`src/rtl/seg7_scan_controller_pkg.sv`:
```
// rtl/seg7_scan_controller_pkg.sv - shared types, constants and leading-zero mask for the digit scanner
package seg7_scan_controller_pkg;

    typedef enum logic [1:0] {
        IDLE  = 2'd0,
        BLANK = 2'd1,
        SHOW  = 2'd2
    } scan_state_e;

    localparam logic [6:0] SEG_BLANK  = 7'b0000000;
    localparam int         MAX_DIGITS = 16;

    // Bit i set means digit i is a leading zero to be blanked. Digit 0 never is,
    // and a set decimal point ends the leading run just like a nonzero digit.
    function automatic logic [MAX_DIGITS-1:0] lz_mask(
        input logic [4*MAX_DIGITS-1:0] digits,
        input logic [MAX_DIGITS-1:0]   dps,
        input int                      n,
        input logic                    lz_en
    );
        logic [MAX_DIGITS-1:0] mask;
        logic                  leading;
        mask    = '0;
        leading = lz_en;
        for (int i = MAX_DIGITS - 1; i >= 1; i--) begin
            if (i < n) begin
                if ((digits[4*i +: 4] != 4'd0) || dps[i]) begin
                    leading = 1'b0;
                end
                mask[i] = leading;
            end
        end
        return mask;
    endfunction

endpackage

```
`src/rtl/scan_timer.sv`:
```
// rtl/scan_timer.sv - loadable down-counter, done while the count sits at zero
module scan_timer #(
    parameter int W = 16
) (
    input  logic         clk,
    input  logic         rst_n,
    input  logic         clr,
    input  logic         load,
    input  logic [W-1:0] load_val,
    output logic         done
);

    logic [W-1:0] count_q;

    always_ff @(posedge clk or negedge rst_n) begin
        if (!rst_n) begin
            count_q <= '0;
        end else if (clr) begin
            count_q <= '0;
        end else if (load) begin
            count_q <= load_val;
        end else if (count_q != '0) begin
            count_q <= count_q - W'(1);
        end
    end

    assign done = (count_q == '0);

endmodule

```
`src/rtl/segment7_decoder.sv`:
```
// rtl/segment7_decoder.sv - BCD to active-high {a,b,c,d,e,f,g} segment pattern
module segment7_decoder (
    input  logic [3:0] bcd,
    output logic [6:0] seg
);

    always_comb begin
        case (bcd)
            4'd0:    seg = 7'b1111110;
            4'd1:    seg = 7'b0110000;
            4'd2:    seg = 7'b1101101;
            4'd3:    seg = 7'b1111001;
            4'd4:    seg = 7'b0110011;
            4'd5:    seg = 7'b1011011;
            4'd6:    seg = 7'b1011111;
            4'd7:    seg = 7'b1110000;
            4'd8:    seg = 7'b1111111;
            4'd9:    seg = 7'b1111011;
            default: seg = 7'b0000000;
        endcase
    end

endmodule

```
`src/rtl/seg7_scan_controller.sv`:
```
// rtl/seg7_scan_controller.sv - multiplexes NUM_DIGITS BCD digits onto one registered 7-segment bus
module seg7_scan_controller
    import seg7_scan_controller_pkg::*;
#(
    parameter int NUM_DIGITS   = 6,
    parameter int SCAN_DIV     = 50000,
    parameter int BLANK_CYCLES = 8
) (
    input  logic                    clk,
    input  logic                    rst_n,
    input  logic                    en,
    input  logic [4*NUM_DIGITS-1:0] digits_in,
    input  logic [NUM_DIGITS-1:0]   dp_in,
    input  logic                    lz_en,
    output logic [6:0]              seg,
    output logic                    dp,
    output logic [NUM_DIGITS-1:0]   an_n,
    output logic                    frame_start
);

    localparam int IDX_W   = (NUM_DIGITS > 1) ? $clog2(NUM_DIGITS) : 1;
    localparam int TMR_MAX = (SCAN_DIV > BLANK_CYCLES) ? SCAN_DIV : BLANK_CYCLES;
    localparam int TMR_W   = $clog2(TMR_MAX);
    localparam logic [TMR_W-1:0] SCAN_LOAD  = TMR_W'(SCAN_DIV - 1);
    localparam logic [TMR_W-1:0] BLANK_LOAD = TMR_W'(BLANK_CYCLES - 1);
    localparam logic [IDX_W-1:0] IDX_LAST   = IDX_W'(NUM_DIGITS - 1);

    scan_state_e               state_q, state_d;
    logic [IDX_W-1:0]          idx_q, idx_d;
    logic [4*NUM_DIGITS-1:0]   snap_q;
    logic [NUM_DIGITS-1:0]     snap_dp_q;
    logic                      snap_load;

    logic                      tmr_clr, tmr_load, tmr_done;
    logic [TMR_W-1:0]          tmr_val;

    logic [3:0]                dec_bcd;
    logic [6:0]                dec_seg, show_seg;
    logic [4*MAX_DIGITS-1:0]   snap_ext;
    logic [MAX_DIGITS-1:0]     dp_ext, supp_mask;

    logic [6:0]                seg_d;
    logic                      dp_d, fs_d;
    logic [NUM_DIGITS-1:0]     an_d;

    scan_timer #(.W(TMR_W)) u_timer (
        .clk      (clk),
        .rst_n    (rst_n),
        .clr      (tmr_clr),
        .load     (tmr_load),
        .load_val (tmr_val),
        .done     (tmr_done)
    );

    assign dec_bcd = snap_q[4*idx_q +: 4];

    segment7_decoder u_dec (
        .bcd (dec_bcd),
        .seg (dec_seg)
    );

    always_comb begin
        snap_ext                   = '0;
        dp_ext                     = '0;
        snap_ext[4*NUM_DIGITS-1:0] = snap_q;
        dp_ext[NUM_DIGITS-1:0]     = snap_dp_q;
        supp_mask                  = lz_mask(snap_ext, dp_ext, NUM_DIGITS, lz_en);
        show_seg                   = supp_mask[idx_q] ? SEG_BLANK : dec_seg;
    end

    always_comb begin
        state_d   = state_q;
        idx_d     = idx_q;
        snap_load = 1'b0;
        tmr_clr   = 1'b0;
        tmr_load  = 1'b0;
        tmr_val   = BLANK_LOAD;
        seg_d     = SEG_BLANK;
        dp_d      = 1'b0;
        an_d      = '1;
        fs_d      = 1'b0;

        if (!en) begin
            state_d = IDLE;
            idx_d   = '0;
            tmr_clr = 1'b1;
        end else begin
            case (state_q)
                IDLE: begin
                    state_d   = BLANK;
                    idx_d     = '0;
                    snap_load = 1'b1;
                    tmr_load  = 1'b1;
                    tmr_val   = BLANK_LOAD;
                end
                BLANK: begin
                    if (tmr_done) begin
                        state_d     = SHOW;
                        tmr_load    = 1'b1;
                        tmr_val     = SCAN_LOAD;
                        an_d[idx_q] = 1'b0;
                        seg_d       = show_seg;
                        dp_d        = snap_dp_q[idx_q];
                        fs_d        = (idx_q == '0);
                    end
                end
                SHOW: begin
                    if (tmr_done) begin
                        state_d  = BLANK;
                        tmr_load = 1'b1;
                        tmr_val  = BLANK_LOAD;
                        // New frame snapshot lands on the same edge idx returns to 0.
                        if (idx_q == IDX_LAST) begin
                            idx_d     = '0;
                            snap_load = 1'b1;
                        end else begin
                            idx_d = idx_q + IDX_W'(1);
                        end
                    end else begin
                        an_d[idx_q] = 1'b0;
                        seg_d       = show_seg;
                        dp_d        = snap_dp_q[idx_q];
                    end
                end
                default: begin
                    state_d = IDLE;
                    idx_d   = '0;
                end
            endcase
        end
    end

    always_ff @(posedge clk or negedge rst_n) begin
        if (!rst_n) begin
            state_q     <= IDLE;
            idx_q       <= '0;
            snap_q      <= '0;
            snap_dp_q   <= '0;
            seg         <= SEG_BLANK;
            dp          <= 1'b0;
            an_n        <= '1;
            frame_start <= 1'b0;
        end else begin
            state_q     <= state_d;
            idx_q       <= idx_d;
            if (snap_load) begin
                snap_q    <= digits_in;
                snap_dp_q <= dp_in;
            end
            seg         <= seg_d;
            dp          <= dp_d;
            an_n        <= an_d;
            frame_start <= fs_d;
        end
    end

endmodule
```
`config.mk`:
```
export PLATFORM = sky130hd
export DESIGN_NAME = seg7_scan_controller
export DESIGN_NICKNAME = d
export VERILOG_FILES = /design/src/rtl/seg7_scan_controller_pkg.sv /design/src/rtl/scan_timer.sv /design/src/rtl/segment7_decoder.sv /design/src/rtl/seg7_scan_controller.sv
export SDC_FILE = /design/constraint.sdc
export NUM_CORES = 1
export LEC_CHECK = 0
export BUFFER_PORTS_ARGS = -buffer_cell sky130_fd_sc_hd__buf_2
export CAP_MARGIN = 20
export CORE_MARGIN = 5
export CORE_UTILIZATION = 50
export DETAILED_ROUTE_END_ITERATION = 12
export PLACE_DENSITY = 0.76
export SYNTH_ARGS = -nofsm -noshare
export SYNTH_HDL_FRONTEND = slang
export SYNTH_SLANG_ARGS = --single-unit
```
`constraint.sdc`:
```
create_clock -name clk -period 2.48 [get_ports clk]
set_clock_uncertainty 0.2 [all_clocks]
set_input_delay 0.248 -clock clk [delete_from_list [all_inputs] [get_ports clk]]
set_output_delay 0.248 -clock clk [all_outputs]
set_load 0.05 [all_outputs]
```
==> After elaboration in Yosys (flattened, before gate mapping) <==
Memory sizes are Yosys's and may differ from the RTL's.
Index checks and enable logic that the tools add are counted.
{ "classes": {"add_sub_neg": 2, "order_cmp": 3, "n_eq_ne": 7, "shift": 1, "muxes": 47, "bitwise_logic": 1, "n_reduce_logical": 18} }
{ "op_table": {"columns": ["op", "n"], "rows": [
  ["16-bit 2-to-1 mux", 5],
  ["7-bit 2-to-1 mux", 4],
  ["24-bit by 6-bit indexed part select with 4-bit output", 1],
  ["4-bit nonzero test", 5],
  ["1-bit 2-to-1 mux", 19],
  ["6-bit 2-to-1 mux", 3],
  ["16-bit logical NOT", 1],
  ["16-bit nonzero test", 1],
  ["16-bit by 1-bit subtractor with 16-bit output (second input constant)", 1],
  ["7-bit case mux with 2 select lines", 1],
  ["6-bit case mux with 2 select lines", 1],
  ["3-bit 2-to-1 mux", 3],
  ["1-bit binary-select mux with 3-bit select", 2],
  ["2-bit 2-to-1 mux", 3],
  ["3-bit != test (second input constant)", 2],
  ["6-bit NOT", 1],
  ["1-bit case mux with 2 select lines", 3],
  ["2-bit case mux with 3 select lines", 1],
  ["3-bit case mux with 2 select lines", 1],
  ["1-bit logical OR", 5],
  ["3-bit by 5-bit less-than comparator with 1-bit output (second input constant)", 1],
  ["3-bit by 4-bit less-than comparator with 1-bit output (second input constant)", 1],
  ["2-bit AND reduction", 2],
  ["3-bit by 1-bit adder with 3-bit output (second input constant)", 1],
  ["other kinds (11)", 11]
]} }
{ "totals": {"ff_bits": 66, "mem_bits_ro": 112, "input_bits": 34, "out_inout_bits": 15, "wordCells": 89, "memories": 1} }
{ "mem_list": {"columns": ["memory", "words", "word_bits", "read_ports", "rd_clocked_by_memory_dff", "write_ports", "line", "rtl"], "rows": [
  ["(no name shown)", 16, 7, 1, 0, 0, "segment7_decoder.sv:8", "case (bcd)"]
]} }

==> Depth between registers and ports, before layout <==
Gate-level depths: netlist of run 1.
{ "logic_depth": {"word_depth": 13, "depth_mapped": 10, "depth_no_buf": 8} }

==> Hierarchy <==
A second synthesis of run 1 with hierarchy kept.
{ "hier_totals": {"hier_cells": 337, "area_unflattened_um2": 3587.2} }
{ "modules_own_cells": {"columns": ["module", "instances", "cells_per_inst", "area_per_inst_um2", "seq_area_each_um2"], "rows": [
  ["seg7_scan_controller", 1, 196, 2361.0, 1258.7],
  ["scan_timer", 1, 113, 1007.2, 400.4],
  ["segment7_decoder", 1, 28, 219.0, 0.0]
]} }

==> Least setup slack after synthesis of run 1 <==
Ideal clock, no wire load.
{ "synth_path": {"path_kind": "flip-flop to flip-flop", "startpoint": "register idx_q[0]", "endpoint": "register seg[3]", "setup_time_ns": 0.084, "t_arrival_ns": 2.424, "required_ns": 2.196, "setup_slack_ns": -0.228, "path_stages_with_launch": 10, "path_buffers": 2, "period_less_slack_ns": 2.708, "cell_sequence": "dfrtp_1 > clkbuf_1 > buf_1 > mux2_2 > a21oi_1 > inv_1 > ha_1 > nor3_1 > nand2_1 > a31oi_1"} }
{ "synth_via": {"elab_chain_cells": 6, "elab_cells_between_ends": 9, "classes_between": "shift: 1; mux: 7; memory: 1"} }
{ "synth_rtl": {"columns": ["item", "line", "rtl"], "rows": [
  ["start: declaration", "seg7_scan_controller.sv:29", "logic [IDX_W-1:0] idx_q, idx_d;"],
  ["start signal: assignment", "seg7_scan_controller.sv:145", "idx_q <= idx_d;"],
  ["24-bit by 6-bit indexed part select with 4-bit output / 1-bit binary-select mux with 3-bit select (equally long branches)", "seg7_scan_controller.sv:55, seg7_scan_controller.sv:68", null],
  ["memory read 16 x 7 bit / 1-bit 2-to-1 mux (equally long branches)", null, null],
  ["7-bit 2-to-1 mux (*)", "seg7_scan_controller.sv:68", "show_seg = supp_mask[idx_q] ? SEG_BLANK : dec_seg;"],
  ["7-bit 2-to-1 mux, on equally long branches", "seg7_scan_controller.sv:108, seg7_scan_controller.sv:97", null],
  ["7-bit case mux with 2 select lines (*)", "seg7_scan_controller.sv:88", "case (state_q)"],
  ["7-bit 2-to-1 mux (*)", "seg7_scan_controller.sv:83", "if (!en) begin"],
  ["net seg_d[3]", "seg7_scan_controller.sv:42", "logic [6:0] seg_d;"],
  ["end signal: assignment", "seg7_scan_controller.sv:150", "seg <= seg_d;"],
  ["end: declaration", "seg7_scan_controller.sv:15", "output logic [6:0] seg,"]
]} }
Mark *: on every way through the listed nets, which the timed path passes. The rest lies on a longest branch. The select of a mux whose other input is x is not followed.
A chain may end at the register's enable or synchronous reset.

==> Worst setup path after layout of run 1 <==
{ "layout_path": {"startpoint": "register u_timer.count_q[11]", "endpoint": "register snap_q[0]"} }
{ "layout_via": {"elab_chain_cells": 4} }
{ "layout_rtl": {"columns": ["item", "line", "rtl"], "rows": [
  ["start: declaration", "scan_timer.sv:13", "logic [W-1:0] count_q;"],
  ["start signal: assignment", "scan_timer.sv:21", "count_q <= load_val;"],
  ["start signal: assignment", "scan_timer.sv:23", "count_q <= count_q - W'(1);"],
  ["16-bit logical NOT", "scan_timer.sv:27", "assign done = (count_q == '0);"],
  ["1-bit 2-to-1 mux", "seg7_scan_controller.sv:108", "if (tmr_done) begin"],
  ["1-bit case mux with 2 select lines", "seg7_scan_controller.sv:88", null],
  ["1-bit 2-to-1 mux", "seg7_scan_controller.sv:83", null],
  ["end signal: assignment", "seg7_scan_controller.sv:147", "snap_q <= digits_in;"],
  ["end: declaration", "seg7_scan_controller.sv:30", "logic [4*NUM_DIGITS-1:0] snap_q;"]
]} }
Every way passes these cells.

==> tab_implementation.tex, run 1 <==
\begin{tabular}{lr}
\hline
Metric & Value \\
\hline
\multicolumn{2}{l}{\textbf{Outcome}} \\
Run status & finished, violations left \\
Violations in the final reports & negative setup slack \\
\multicolumn{2}{l}{\textbf{Detailed routing}} \\
Aggregate routed wire length & between 9000 and 10,000 um \\
Via density per instance & 5.56 \\
Via count & roughly 3,200 \\
Length of the first detailed-routing pass in iterations & 6 \\
Number of DRC markers in iteration 0 & $\sim$150 \\
Mean routed wirelength per cell & roughly 17 um \\
ANT nets after route & 0 \\
DRC violations left & 0 \\
\multicolumn{2}{l}{\textbf{Critical path}} \\
CP max-delay cell & sky130\_fd\_sc\_hd\_\_or4\_4 \\
Crit path top cell by count & sky130\_fd\_sc\_hd\_\_or4\_4 \\
WS Path Type & flip-flop to flip-flop \\
Signal arrival time at the worst endpoint & around 2.7 ns \\
WP data required & $\sim$2.5 ns \\
Worst setup SP type & flip-flop \\
Longest individual stage delay on the worst path & approximately 0.59 ns \\
Peak fanout along the critical path & 7 \\
Length in cells of the worst reg-to-reg path & 6 \\
R2R Setup Slk & -0.13 ns \\
CP cell instances & or4\_4 > or4\_4 > nor2\_4 > o21ai\_4 > clkbuf\_16 > mux2\_4 \\
Critical register-to-register path endpoint & snap\_q[0]\$\_DFFE\_PN0P\_ \\
Worst flop-to-flop path startpoint & u\_timer.count\_q[11]\$\_DFFE\_PN0P\_ \\
Kind of end point of the critical path & flip-flop \\
\multicolumn{2}{l}{\textbf{Yosys}} \\
Synth Register Bits & between 60 and 70 \\
Post-synth EDFFs & 0 \\
Prevailing post-synth register cell & sky130\_fd\_sc\_hd\_\_dfrtp\_1 \\
Cell types with the highest counts after synthesis & sky130\_fd\_sc\_hd\_\_dfrtp\_1, sky130\_fd\_sc\_hd\_\_mux2\_4, sky130\_fd\_sc\_hd\_\_a21oi\_1 \\
Netlist cell types & 47 \\
Net count after synthesis & roughly 380 \\
Proportion of register bits with asynchronous set or reset after synthesis & 1.00 \\
Syn Area/Cell & roughly 11 um\^{}2 \\
Register area share after synthesis & 0.459 \\
Proportion of netlist area held by the largest area contributor & 0.415 \\
Cell accounting for the most synthesized area & sky130\_fd\_sc\_hd\_\_dfrtp\_1 \\
Cell area after synthesis & around 3600 um\^{}2 \\
Dominant cells by area after synthesis & sky130\_fd\_sc\_hd\_\_dfrtp\_1, sky130\_fd\_sc\_hd\_\_mux2\_4, sky130\_fd\_sc\_hd\_\_dfstp\_2 \\
Cell count after synthesis & between 300 and 400 \\
Most instantiated library cell after synthesis & sky130\_fd\_sc\_hd\_\_dfrtp\_1 \\
Number of synthesis warnings & 0 \\
\multicolumn{2}{l}{\textbf{Clock tree}} \\
Count of H-tree levels built during CTS & 3 \\
Cell at the root of the clock tree & sky130\_fd\_sc\_hd\_\_clkbuf\_8 \\
Clock net sink count & 66 \\
TritonCTS clock tree & yes \\
Clock-pin slew on the worst setup and hold paths & $\sim$0.09 ns \\
Source-to-sink clock delay at the later pin of the worst-skew pair & roughly 0.36 ns \\
TritonCTS buffer count & 9 \\
Max Buffers Root-to-Sink & 2 \\
\multicolumn{2}{l}{\textbf{STA}} \\
Highest achievable clock rate & around 380 MHz \\
Minimum setup slack in the final design & -0.134 ns \\
Pin slew with the least headroom to its limit & 0.501 ns \\
Max-slew violation count & 0 \\
Fin crit period & $\sim$2.6 ns \\
Final number of setup-violating endpoints & 50 \\
Final-report hold violation count & 0 \\
Setup repair after global routing missed its margin & true \\
Final worst path period share & 1.05 \\
Worst max-slew margin expressed relative to the limit & 0.666 \\
\multicolumn{2}{l}{\textbf{Global route}} \\
Number of global-route vias before repair & about 3,200 \\
Largest net degree at the start of global routing & 28 \\
Final global-route overflow total & 0 \\
First-pass GRT wire length & around 15,000 um \\
Total routing resource utilization after global routing & 0.225 \\
Initial antenna violation count & 0 \\
\multicolumn{2}{l}{\textbf{Hold path}} \\
Worst min-delay path category & input pin to asynchronous set/reset pin \\
\multicolumn{2}{l}{\textbf{Finish}} \\
Synthesis-to-finish area growth & 47.4\% \\
Summed area of non-filler cells in the final layout & 5330 um\^{}2 \\
Post-layout net count & 513 \\
Fraction of final layout cells sized beyond drive strength 1 & 0.488 \\
Diode count & 0 \\
\multicolumn{2}{l}{\textbf{Floorplan}} \\
Initial core utilization & 0.507 \\
Total die area & around 9000 um\^{}2 \\
Chip height & 95.1 um \\
X dimension of the die & approximately 95 um \\
Number of placement rows & 31 \\
CORE AREA & about 7100 um\^{}2 \\
Ports placed on the boundary & 49 \\
\multicolumn{2}{l}{\textbf{Power}} \\
Leakage power summed over all cells & roughly 2.4 nW \\
Worst VDD drop & approximately 0.62 mV \\
Total power after layout & 5.77 mW \\
Pwr dens & 1080 nW/um\^{}2 \\
\multicolumn{2}{l}{\textbf{Placed design}} \\
Placer congestion estimate & roughly 0.86 \\
Port Buffers & 48 \\
Post-DP HPWL & about 6000 um \\
Post-detailed-placement cell area & approximately 4300 um\^{}2 \\
\multicolumn{2}{l}{\textbf{Run}} \\
Maxcap violations & 0 \\
\hline
\end{tabular}
[flip-flops by register name, indices dropped and copies added, names as in the netlist]
signal / flops
frame_start: 1
snap_dp_q: 6
state_q: 2
snap_q: 24
u_timer.count_q: 16
an_n: 6
dp: 1
seg: 7
idx_q: 3
[power by group]
part           internal (mW)  switching, mW  total, mW  leakage [nW]
Sequential              1.46          0.286       1.74         0.820
Combinational           1.65           1.48       3.13          1.47
Clock                  0.463          0.436      0.899        0.0933
Total                   3.57           2.20       5.77          2.38
[worst max-delay path: cells and delay by family, from the launching register on]
family,cells,cell delay [ns]
simple gates,3,1.28
flops,1,0.39
mux,1,0.29
buf+inv,1,0.20
compound gates,1,0.14
[layout make-up]
type                    instances  area [um^2]
fillers                       452         1800
repair buffers                146         1190
inverters                       9         33.8
clock inverters                 5         56.3
flip-flops and latches         66         1660
clock buffers                  11          131
multi-input cells             236         2140
well taps                      99          124
[logic make-up after synthesis]
logic type / count (synthesis) / share of synthesized area
xor+xnor: 13 / 0.0315
compound gates: 60 / 0.0975
buf+inv: 32 / 0.0408
fa+ha+maj: 11 / 0.0380
mux: 45 / 0.172
simple gates: 107 / 0.161
flops: 66 / 0.459
[metal layers]
metal,wire length [um],track usage,vias to the layer above
li1,-,-,1470
met1,4050,0.277,1575
met2,5140,0.378,114
met3,565,0.0600,24
met4,212,0.0889,0
met5,0,0,-
[how the worst max path moves through the flow]
stage | start | to | slack (ns) | cells past startpoint
global placement | u_timer.count_q[10]$_DFFE_PN0P_ | seg[2]$_DFF_PN0_ | -0.08 | 5
CTS | u_timer.count_q[1]$_DFFE_PN0P_ | snap_q[8]$_DFFE_PN0P_ | -0.15 | 8
global route | u_timer.count_q[1]$_DFFE_PN0P_ | u_timer.count_q[3]$_DFFE_PN0P_ | -0.20 | 10
finish | u_timer.count_q[11]$_DFFE_PN0P_ | snap_q[0]$_DFFE_PN0P_ | -0.13 | 6
floorplan | u_timer.count_q[0]$_DFFE_PN0P_ | snap_dp_q[0]$_DFFE_PN0P_ | -0.1 | 9
detailed placement | u_timer.count_q[10]$_DFFE_PN0P_ | seg[2]$_DFF_PN0_ | -0.13 | 5
[cell usage in the layout (no fill, tap or decap), types with 11 or more instances in the layout]
cell type                       instances
sky130_fd_sc_hd__a21oi_2               17
sky130_fd_sc_hd__dlygate4sd3_1         31
sky130_fd_sc_hd__nand2_1               16
sky130_fd_sc_hd__nor2_1                20
sky130_fd_sc_hd__o21ai_1               11
sky130_fd_sc_hd__mux2_4                30
sky130_fd_sc_hd__dfrtp_1               59
sky130_fd_sc_hd__buf_6                 14
sky130_fd_sc_hd__buf_2                 48
sky130_fd_sc_hd__buf_4                 47
[per-stage QoR]
stage          utilization  TNS [ns]  worst slack, ns  hold slack, ns  cells
2_1_floorplan            -     -3.14          -0.0970          -0.248    334
3_3_place_gp         0.600     -1.74          -0.0802         -0.0187    506
3_5_place_dp         0.600     -3.02           -0.134         -0.0147    506
4_1_cts              0.705     -5.45           -0.151           0.132    566
5_1_grt              0.747     -7.95           -0.201           0.179    572
6_report             0.747     -4.65           -0.134           0.125    572
[timing repair]
action                     CTS  global route
hold buffers                31             0
gates resized for setup     36            54
hold endpoints to repair    44             0
pin swaps                   11            36
setup endpoints to repair   54            64
buffers inserted            11             7
gates cloned                 2             2
(Power assumes the default switching activity.)
==> run 2, diff against run 1 <==
--- a/config.mk
+++ b/config.mk
@@ -5,7 +5,7 @@
 export SDC_FILE = /design/constraint.sdc
 export NUM_CORES = 1
 export LEC_CHECK = 0
-export BUFFER_PORTS_ARGS = -buffer_cell sky130_fd_sc_hd__buf_2
+export BUFFER_PORTS_ARGS = -buffer_cell sky130_fd_sc_hd__buf_4
 export CAP_MARGIN = 20
 export CORE_MARGIN = 5
 export CORE_UTILIZATION = 50
==> run 2 against run 1 <==
Effect of this change: the run still ends with negative setup slack left; worst setup slack improved by 0.037 ns; final area fell by 5.0%; register-to-register slack improved by 0.04 ns; sequential cell count did not move; worst hold slack got worse by 0.083 ns; sequential share of layout area rose by 1.7 points; routed wire length fell by 3.4%; critical endpoint is now snap_q[13]$_DFFE_PN0P_; largest cell class unchanged; largest power group unchanged; highest routed layer unchanged.
==> tab_implementation.tex, run 2 (same netlist as run 1, synthesis figures left out) <==
\begin{tabular}{lr}
\hline
Metric & Value \\
\hline
\multicolumn{2}{l}{\textbf{Power}} \\
Clock network fraction of design power & 0.173 (+0.017) \\
Leakage power summed over all cells & 2.29 nW (-4.0\%) \\
Sw power & 2.07 mW (-5.9\%) \\
Sequential Power Share & 0.326 (+0.024) \\
Gate power share & 0.501 (-0.041) \\
Worst VDD drop & 0.592 mV (-4.7\%) \\
P\_int & 3.36 mW (-5.9\%) \\
Pwr dens & 1070 nW/um\^{}2 (-0.90\%) \\
Switching power share of the total & 0.381 (about the same) \\
\multicolumn{2}{l}{\textbf{Global route}} \\
First-pass GRT wire length & 15,400 um (-0.35\%) \\
Total routing resource utilization after global routing & 0.226 (+0.000638) \\
Largest net degree at the start of global routing & 67 (+140\%) \\
Final global-route overflow total & 0 (unchanged) \\
Initial antenna violation count & 0 (unchanged) \\
Number of global-route vias before repair & 3,113 (-1.4\%) \\
\multicolumn{2}{l}{\textbf{STA}} \\
Highest achievable clock rate & 388 MHz (+1.4\%) \\
Setup repair after global routing missed its margin & true \\
Worst hold slack across all endpoints & 0.0422 ns (-0.0829 ns) \\
Worst max-slew margin expressed relative to the limit & 0.457 (-0.209) \\
Pin slew with the least headroom to its limit & 0.814 ns (+0.314 ns) \\
Minimum setup slack in the final design & -0.0969 ns (+0.0369 ns) \\
Max-slew violation count & 0 (unchanged) \\
Final number of setup-violating endpoints & 36 (-28\%) \\
Final-report hold violation count & 0 (unchanged) \\
Final worst path period share & 1.04 (-0.0149) \\
Fin crit period & 2.58 ns (-0.0369 ns) \\
\multicolumn{2}{l}{\textbf{Detailed routing}} \\
Via density per instance & 5.53 (-0.65\%) \\
ANT nets after route & 0 (unchanged) \\
Length of the first detailed-routing pass in iterations & 4 (-2) \\
Via count & 3,085 (-3.1\%) \\
Number of DRC markers in iteration 0 & 148 (-2.0\%) \\
Aggregate routed wire length & 9630 um (-3.4\%) \\
DRC violations left & 0 (unchanged) \\
Mean routed wirelength per cell & 17.3 um (-0.96\%) \\
\multicolumn{2}{l}{\textbf{Clock tree}} \\
Clock net sink count & 66 (unchanged) \\
Count of H-tree levels built during CTS & 3 (unchanged) \\
TritonCTS buffer count & 9 (unchanged) \\
Max Buffers Root-to-Sink & 2 (unchanged) \\
TritonCTS clock tree & yes \\
Clock-pin slew on the worst setup and hold paths & 0.08 ns (about the same) \\
Cell at the root of the clock tree & sky130\_fd\_sc\_hd\_\_clkbuf\_8 \\
Source-to-sink clock delay at the later pin of the worst-skew pair & 0.34 ns (-0.02 ns) \\
\multicolumn{2}{l}{\textbf{Floorplan}} \\
Ports placed on the boundary & 49 (unchanged) \\
Initial core utilization & 0.507 (unchanged) \\
Total die area & 9040 um\^{}2 (unchanged) \\
Chip height & 95.1 um (unchanged) \\
CORE AREA & 7140 um\^{}2 (unchanged) \\
X dimension of the die & 95.1 um (unchanged) \\
Number of placement rows & 31 (unchanged) \\
\multicolumn{2}{l}{\textbf{Run}} \\
Maxcap violations & 0 (unchanged) \\
\multicolumn{2}{l}{\textbf{Critical path}} \\
Worst setup SP type & flip-flop \\
WS Path Type & flip-flop to flip-flop \\
Signal arrival time at the worst endpoint & 2.61 ns (-0.05 ns) \\
Kind of end point of the critical path & flip-flop \\
Peak fanout along the critical path & 9 (+2) \\
WP data required & 2.52 ns (about the same) \\
\multicolumn{2}{l}{\textbf{Outcome}} \\
Run status & finished, violations left \\
Violations in the final reports & negative setup slack \\
\multicolumn{2}{l}{\textbf{Finish}} \\
Commonest non-fill, non-tap cells in the layout & sky130\_fd\_sc\_hd\_\_buf\_4, sky130\_fd\_sc\_hd\_\_dfrtp\_1, sky130\_fd\_sc\_hd\_\_dlygate4sd3\_1, sky130\_fd\_sc\_hd\_\_mux2\_4, sky130\_fd\_sc\_hd\_\_nor2\_1 \\
Commonest non-fill, non-tap cell in the layout & sky130\_fd\_sc\_hd\_\_buf\_4 \\
Area of combinational cells with multiple inputs & 1930 um\^{}2 (-9.7\%) \\
Final Core Density & 0.710 (-0.0377) \\
Register with the most flip-flops & snap\_q \\
Diode count & 0 (unchanged) \\
Number of flip-flops under the largest register name & 24 (unchanged) \\
Synthesis-to-finish area growth & 40.0\% \\
Filler instances & 532 (+18\%) \\
Leading registers by flop count & snap\_q x24, u\_timer.count\_q x16, seg x7 \\
Post-layout net count & 499 (-2.7\%) \\
Register Area & 1660 um\^{}2 (unchanged) \\
Fraction of final layout cells sized beyond drive strength 1 & 0.418 (-0.0701) \\
\multicolumn{2}{l}{\textbf{Placed design}} \\
Placer congestion estimate & 0.821 (-4.3\%) \\
Post-DP HPWL & 5960 um (-0.55\%) \\
Port Buffers & 48 (unchanged) \\
\multicolumn{2}{l}{\textbf{Hold path}} \\
Worst min-delay path category & input pin to flip-flop \\
\hline
\end{tabular}
[run 2: cell count changes in the layout (fill, tap and decap cells not counted), moves of 4 or more]
| cell | delta |
|---|---|
| sky130_fd_sc_hd__a21oi_1 | +9 |
| sky130_fd_sc_hd__buf_6 | -10 |
| sky130_fd_sc_hd__o21ai_0 | +8 |
| sky130_fd_sc_hd__nor4_4 | -4 |
| sky130_fd_sc_hd__nor4_1 | +5 |
| sky130_fd_sc_hd__nand3_4 | -4 |
| sky130_fd_sc_hd__a21oi_2 | -9 |
| sky130_fd_sc_hd__nand3_1 | +6 |
| sky130_fd_sc_hd__buf_4 | +48 |
| sky130_fd_sc_hd__o21ai_1 | -7 |
| sky130_fd_sc_hd__buf_2 | -48 |
[run 2: layout make-up]
class,count,share of cell area
Inverter,9,0.00667
Multi-Input combinational cell,236,0.381
Tap cell,99,0.0245
Sequential cell,66,0.328
Clock inverter,6,0.0128
Timing Repair Buffer,132,0.220
Clock buffer,10,0.0272
[run 2: timing repair]
item | in CTS | in global routing
pin swaps | 2 | 4
hold endpoints to repair | 90 | 0
endpoints found under the setup margin | 49 | 60
gates cloned | 0 | 1
resized for setup | 7 | 19
setup buffers | 6 | 4
hold buffers | 31 | 0
[run 2: critical path, cell delays in order (launching register included)]
cell and delay [ns]:
sky130_fd_sc_hd__dfrtp_1 0.38, sky130_fd_sc_hd__inv_1 0.10, sky130_fd_sc_hd__ha_4 0.13, sky130_fd_sc_hd__or3b_4 0.37, sky130_fd_sc_hd__or4_4 0.55, sky130_fd_sc_hd__nor2_4 0.12
sky130_fd_sc_hd__o21ai_4 0.11, sky130_fd_sc_hd__buf_12 0.18, sky130_fd_sc_hd__mux2_4 0.31
[run 2: per-layer routing]
layer,share of wire,global-route usage,vias to the layer above
met3,0.051,0.0395,21
met2,0.52,0.392,111
met4,0.026,0.0829,0
li1,-,-,1442
met1,0.40,0.283,1511
met5,0,0,-
[run 2: path summary, 6_finish.rpt]
| kind | slack, ns | startpoint | cells past startpoint | end |
|---|---|---|---|---|
| hold reg to reg | 0.33 | snap_q[3]$_DFFE_PN0P_ | 1 | snap_q[3]$_DFFE_PN0P_ |
| max in group asynchronous | 1.18 | rst_n | 2 | idx_q[0]$_DFFE_PN0P_ |
| setup / recovery | -0.1 | u_timer.count_q[1]$_DFFE_PN0P_ | 8 | snap_q[13]$_DFFE_PN0P_ |
| min in group asynchronous | 0.34 | rst_n | 2 | snap_dp_q[2]$_DFFE_PN0P_ |
| setup reg to reg | -0.1 | u_timer.count_q[1]$_DFFE_PN0P_ | 8 | snap_q[13]$_DFFE_PN0P_ |
| hold / removal | 0.04 | en | 3 | frame_start$_DFF_PN0_ |
[run 2: through the flow]
| step | TNS [ns] | setup slack, ns | power [mW] | cells | instance area, um^2 |
|---|---|---|---|---|---|
| final | -2.55 | -0.0969 | 5.43 | 558 | 5060 |
| after global routing | -5.40 | -0.151 | 5.74 | 558 | 5060 |
| after CTS | -1.98 | -0.0899 | 5.28 | 553 | 4940 |
| after detailed placement | -4.25 | -0.148 | 4.19 | 500 | 4360 |
| after global placement | -1.84 | -0.121 | 4.08 | 500 | 4360 |
| after floorplan | -3.14 | -0.0970 | 3.47 | 334 | 3680 |
[run 2: power groups by stage]
stage / Sequential (mW) / Clock (mW) / Combinational (mW)
3_5_place_dp: 1.75 / 0 / 2.43
5_1_grt: 1.80 / 0.999 / 2.94
6_report: 1.77 / 0.940 / 2.72
4_1_cts: 1.75 / 0.954 / 2.58
3_3_place_gp: 1.73 / 0 / 2.35
2_1_floorplan: 1.80 / 0 / 1.68
==> run 3, diff against run 2 <==
==> constraint.sdc (replaced) <==
create_clock -name clk -period 2.1 [get_ports clk]
set_clock_uncertainty 0.2 [all_clocks]
set_input_delay 0.21 -clock clk [delete_from_list [all_inputs] [get_ports clk]]
set_output_delay 0.21 -clock clk [all_outputs]
set_load 0.05 [all_outputs]
==> run 3 against run 2 <==
Effect of this change: the run still ends with negative setup slack left; sequential share of layout area down 1.1 points; global-route usage is 0.49 points higher; first-iteration DRC count grew 29%; routed wire length grew 6.2%; worst setup slack worse by 0.38 ns; critical path type unchanged; critical endpoint is now snap_q[7]$_DFFE_PN0P_; largest power group unchanged; highest routed layer unchanged.
==> tab_implementation.tex, run 3 (same netlist as run 1, synthesis figures left out) <==
\begin{tabular}{lr}
\hline
Metric & Value \\
\hline
\multicolumn{2}{l}{\textbf{Placed design}} \\
Placer congestion estimate & 0.876 (+6.6\%) \\
Post-detailed-placement cell area & 4510 um\^{}2 (+3.6\%) \\
Post-Place Cells & 520 (+4.0\%) \\
Port Buffers & 48 (unchanged) \\
Post-DP HPWL & 6050 um (+1.5\%) \\
\multicolumn{2}{l}{\textbf{STA}} \\
Highest achievable clock rate & 387 MHz (-0.19\%) \\
Setup repair after global routing missed its margin & true \\
Pin slew with the least headroom to its limit & 0.817 ns (+0.00308 ns) \\
Worst max-slew margin expressed relative to the limit & 0.455 (-0.00206) \\
Minimum setup slack in the final design & -0.482 ns (-0.385 ns) \\
Max-slew violation count & 0 (unchanged) \\
Final worst path period share & 1.23 (+0.190) \\
Final-report hold violation count & 0 (unchanged) \\
Final number of setup-violating endpoints & 66 (+83\%) \\
Fin crit period & 2.58 ns (+0.00499 ns) \\
\multicolumn{2}{l}{\textbf{Clock tree}} \\
Cell at the root of the clock tree & sky130\_fd\_sc\_hd\_\_clkbuf\_8 \\
TritonCTS buffer count & 9 (unchanged) \\
Max Buffers Root-to-Sink & 2 (unchanged) \\
Clock net sink count & 66 (unchanged) \\
Clock-pin slew on the worst setup and hold paths & 0.07 ns (about the same) \\
Source-to-sink clock delay at the later pin of the worst-skew pair & 0.35 ns (about the same) \\
TritonCTS clock tree & yes \\
Count of H-tree levels built during CTS & 3 (unchanged) \\
\multicolumn{2}{l}{\textbf{Power}} \\
Worst VDD drop & 0.691 mV (+17\%) \\
Switching power share of the total & 0.389 (+0.00807) \\
Sequential Power Share & 0.315 (-0.011) \\
Sw power & 2.57 mW (+24\%) \\
Total power after layout & 6.60 mW (+22\%) \\
P\_int & 4.03 mW (+20\%) \\
Pwr dens & 1260 nW/um\^{}2 (+18\%) \\
Leakage power summed over all cells & 2.39 nW (+4.4\%) \\
Gate power share & 0.540 (+0.039) \\
Clock network fraction of design power & 0.145 (-0.028) \\
\multicolumn{2}{l}{\textbf{Critical path}} \\
CP cell instances & or4\_4 > or4\_4 > nor2\_4 > o21ai\_4 > buf\_4 > mux2\_4 \\
WP data required & 2.13 ns (-0.39 ns) \\
Signal arrival time at the worst endpoint & 2.61 ns (about the same) \\
Bufs and invs on worst path & 1 (-1) \\
WS Path Type & flip-flop to flip-flop \\
Crit path top cell by count & sky130\_fd\_sc\_hd\_\_or4\_4 \\
CP max-delay cell & sky130\_fd\_sc\_hd\_\_or4\_4 \\
Critical register-to-register path endpoint & snap\_q[7]\$\_DFFE\_PN0P\_ \\
Worst flop-to-flop path startpoint & u\_timer.count\_q[13]\$\_DFFE\_PN0P\_ \\
Longest individual stage delay on the worst path & 0.57 ns (+0.02 ns) \\
Peak fanout along the critical path & 5 (-4) \\
Length in cells of the worst reg-to-reg path & 6 (-2) \\
R2R Setup Slk & -0.48 ns (-0.38 ns) \\
Delay-heaviest family, CP & simple AND/OR/NAND/NOR gates \\
Worst setup SP type & flip-flop \\
Kind of end point of the critical path & flip-flop \\
\multicolumn{2}{l}{\textbf{Global route}} \\
Number of global-route vias before repair & 3,152 (+1.3\%) \\
Initial antenna violation count & 0 (unchanged) \\
Largest net degree at the start of global routing & 67 (unchanged) \\
Final global-route overflow total & 0 (unchanged) \\
First-pass GRT wire length & 15,800 um (+2.5\%) \\
Total routing resource utilization after global routing & 0.231 (+0.00493) \\
\multicolumn{2}{l}{\textbf{Floorplan}} \\
Number of placement rows & 31 (unchanged) \\
CORE AREA & 7140 um\^{}2 (unchanged) \\
Initial core utilization & 0.507 (unchanged) \\
Ports placed on the boundary & 49 (unchanged) \\
X dimension of the die & 95.1 um (unchanged) \\
Chip height & 95.1 um (unchanged) \\
Total die area & 9040 um\^{}2 (unchanged) \\
\multicolumn{2}{l}{\textbf{Finish}} \\
Fraction of final layout cells sized beyond drive strength 1 & 0.454 (+0.0359) \\
Final Core Density & 0.734 (+0.0240) \\
Post-layout net count & 520 (+4.2\%) \\
Number of standard cells in the final layout excluding fillers & 579 (+3.8\%) \\
Register with the most flip-flops & snap\_q \\
Summed area of non-filler cells in the final layout & 5240 um\^{}2 (+3.4\%) \\
Diode count & 0 (unchanged) \\
Commonest non-fill, non-tap cells in the layout & sky130\_fd\_sc\_hd\_\_buf\_4, sky130\_fd\_sc\_hd\_\_dfrtp\_1, sky130\_fd\_sc\_hd\_\_dlygate4sd3\_1, sky130\_fd\_sc\_hd\_\_mux2\_4, sky130\_fd\_sc\_hd\_\_nor2\_1 \\
Number of flip-flops under the largest register name & 24 (unchanged) \\
Commonest non-fill, non-tap cell in the layout & sky130\_fd\_sc\_hd\_\_buf\_4 \\
Leading registers by flop count & snap\_q x24, u\_timer.count\_q x16, seg x7 \\
Synthesis-to-finish area growth & 44.7\% \\
\multicolumn{2}{l}{\textbf{Hold path}} \\
Worst min-delay path category & input pin to asynchronous set/reset pin \\
\multicolumn{2}{l}{\textbf{Detailed routing}} \\
ANT nets after route & 0 (unchanged) \\
Aggregate routed wire length & 10,200 um (+6.2\%) \\
Number of DRC markers in iteration 0 & 191 (+29\%) \\
DRC violations left & 0 (unchanged) \\
Mean routed wirelength per cell & 17.7 um (+2.4\%) \\
Length of the first detailed-routing pass in iterations & 4 (unchanged) \\
Via density per instance & 5.47 (-1.1\%) \\
Via count & 3,166 (+2.6\%) \\
\multicolumn{2}{l}{\textbf{Run}} \\
Maxcap violations & 0 (unchanged) \\
\multicolumn{2}{l}{\textbf{Outcome}} \\
Run status & finished, violations left \\
Violations in the final reports & negative setup slack \\
\hline
\end{tabular}
run 3: cell types whose count changed in the layout (fill, tap and decap cells not counted), sizes merged:
| cell | change |
|---|---|
| dlygate4sd3 | +1 |
| bufinv | -1 |
| inv | -1 |
| clkbuf | +1 |
| clkinvlp | +1 |
| buf | +20 |
run 3: what timing repair did:
item | 4_1_cts | 5_1_grt
hold endpoints to repair | 91 | 0
pin swaps | 4 | 1
hold buffers | 32 | 0
endpoints found under the setup margin | 66 | 66
resized for setup | 11 | 21
buffers inserted | 4 | 6
gates cloned | 0 | 1
run 3: per-stage QoR:
step,hold slack [ns],setup slack [ns],TNS (ns)
after detailed placement,0.159,-0.522,-25.61
after CTS,0.323,-0.453,-23.45
after floorplan,-0.286,-0.477,-24.31
final,0.292,-0.482,-24.70
after global routing,0.337,-0.537,-29.39
after global placement,0.157,-0.445,-22.72
run 3: routing by layer:
layer / track usage / vias up / share of wire
met5: 0 / - / 0
met2: 0.386 / 104 / 0.51
met4: 0.108 / 0 / 0.039
met3: 0.0426 / 29 / 0.052
met1: 0.289 / 1556 / 0.40
li1: - / 1477 / -
run 3: worst max-delay path by stage:
stage,slack (ns),end,depth (start not counted),from
2_1_floorplan,-0.48,snap_dp_q[0]$_DFFE_PN0P_,9,u_timer.count_q[0]$_DFFE_PN0P_
3_3_place_gp,-0.45,u_timer.count_q[6]$_DFFE_PN0P_,5,u_timer.count_q[10]$_DFFE_PN0P_
3_5_place_dp,-0.52,u_timer.count_q[6]$_DFFE_PN0P_,5,u_timer.count_q[10]$_DFFE_PN0P_
4_1_cts,-0.45,snap_q[13]$_DFFE_PN0P_,6,u_timer.count_q[13]$_DFFE_PN0P_
5_1_grt,-0.54,snap_q[7]$_DFFE_PN0P_,6,u_timer.count_q[13]$_DFFE_PN0P_
6_report,-0.48,snap_q[7]$_DFFE_PN0P_,6,u_timer.count_q[13]$_DFFE_PN0P_
run 3: power groups by stage:
stage	Combinational, mW	Sequential (mW)	Clock (mW)
3_5_place_dp	3.03	2.05	0
2_1_floorplan	2.00	2.12	0
6_report	3.56	2.08	0.955
5_1_grt	3.83	2.12	1.03
4_1_cts	3.24	2.04	0.966
3_3_place_gp	2.95	2.03	0
run 3: worst reg2reg max path, cell delays in order (launching register included):
cell and delay (ns):
sky130_fd_sc_hd__dfrtp_1 0.39, sky130_fd_sc_hd__or4_4 0.56, sky130_fd_sc_hd__or4_4 0.57, sky130_fd_sc_hd__nor2_4 0.12, sky130_fd_sc_hd__o21ai_4 0.12, sky130_fd_sc_hd__buf_4 0.20
sky130_fd_sc_hd__mux2_4 0.30
run 3: final cells by class:
class,instances,area (um^2)
fillers,485,1900
clock inverters,5,30.0
flip-flops and latches,66,1660
clock buffers,11,141
repair buffers,153,1270
multi-input cells,236,1970
well taps,99,124
inverters,9,33.8
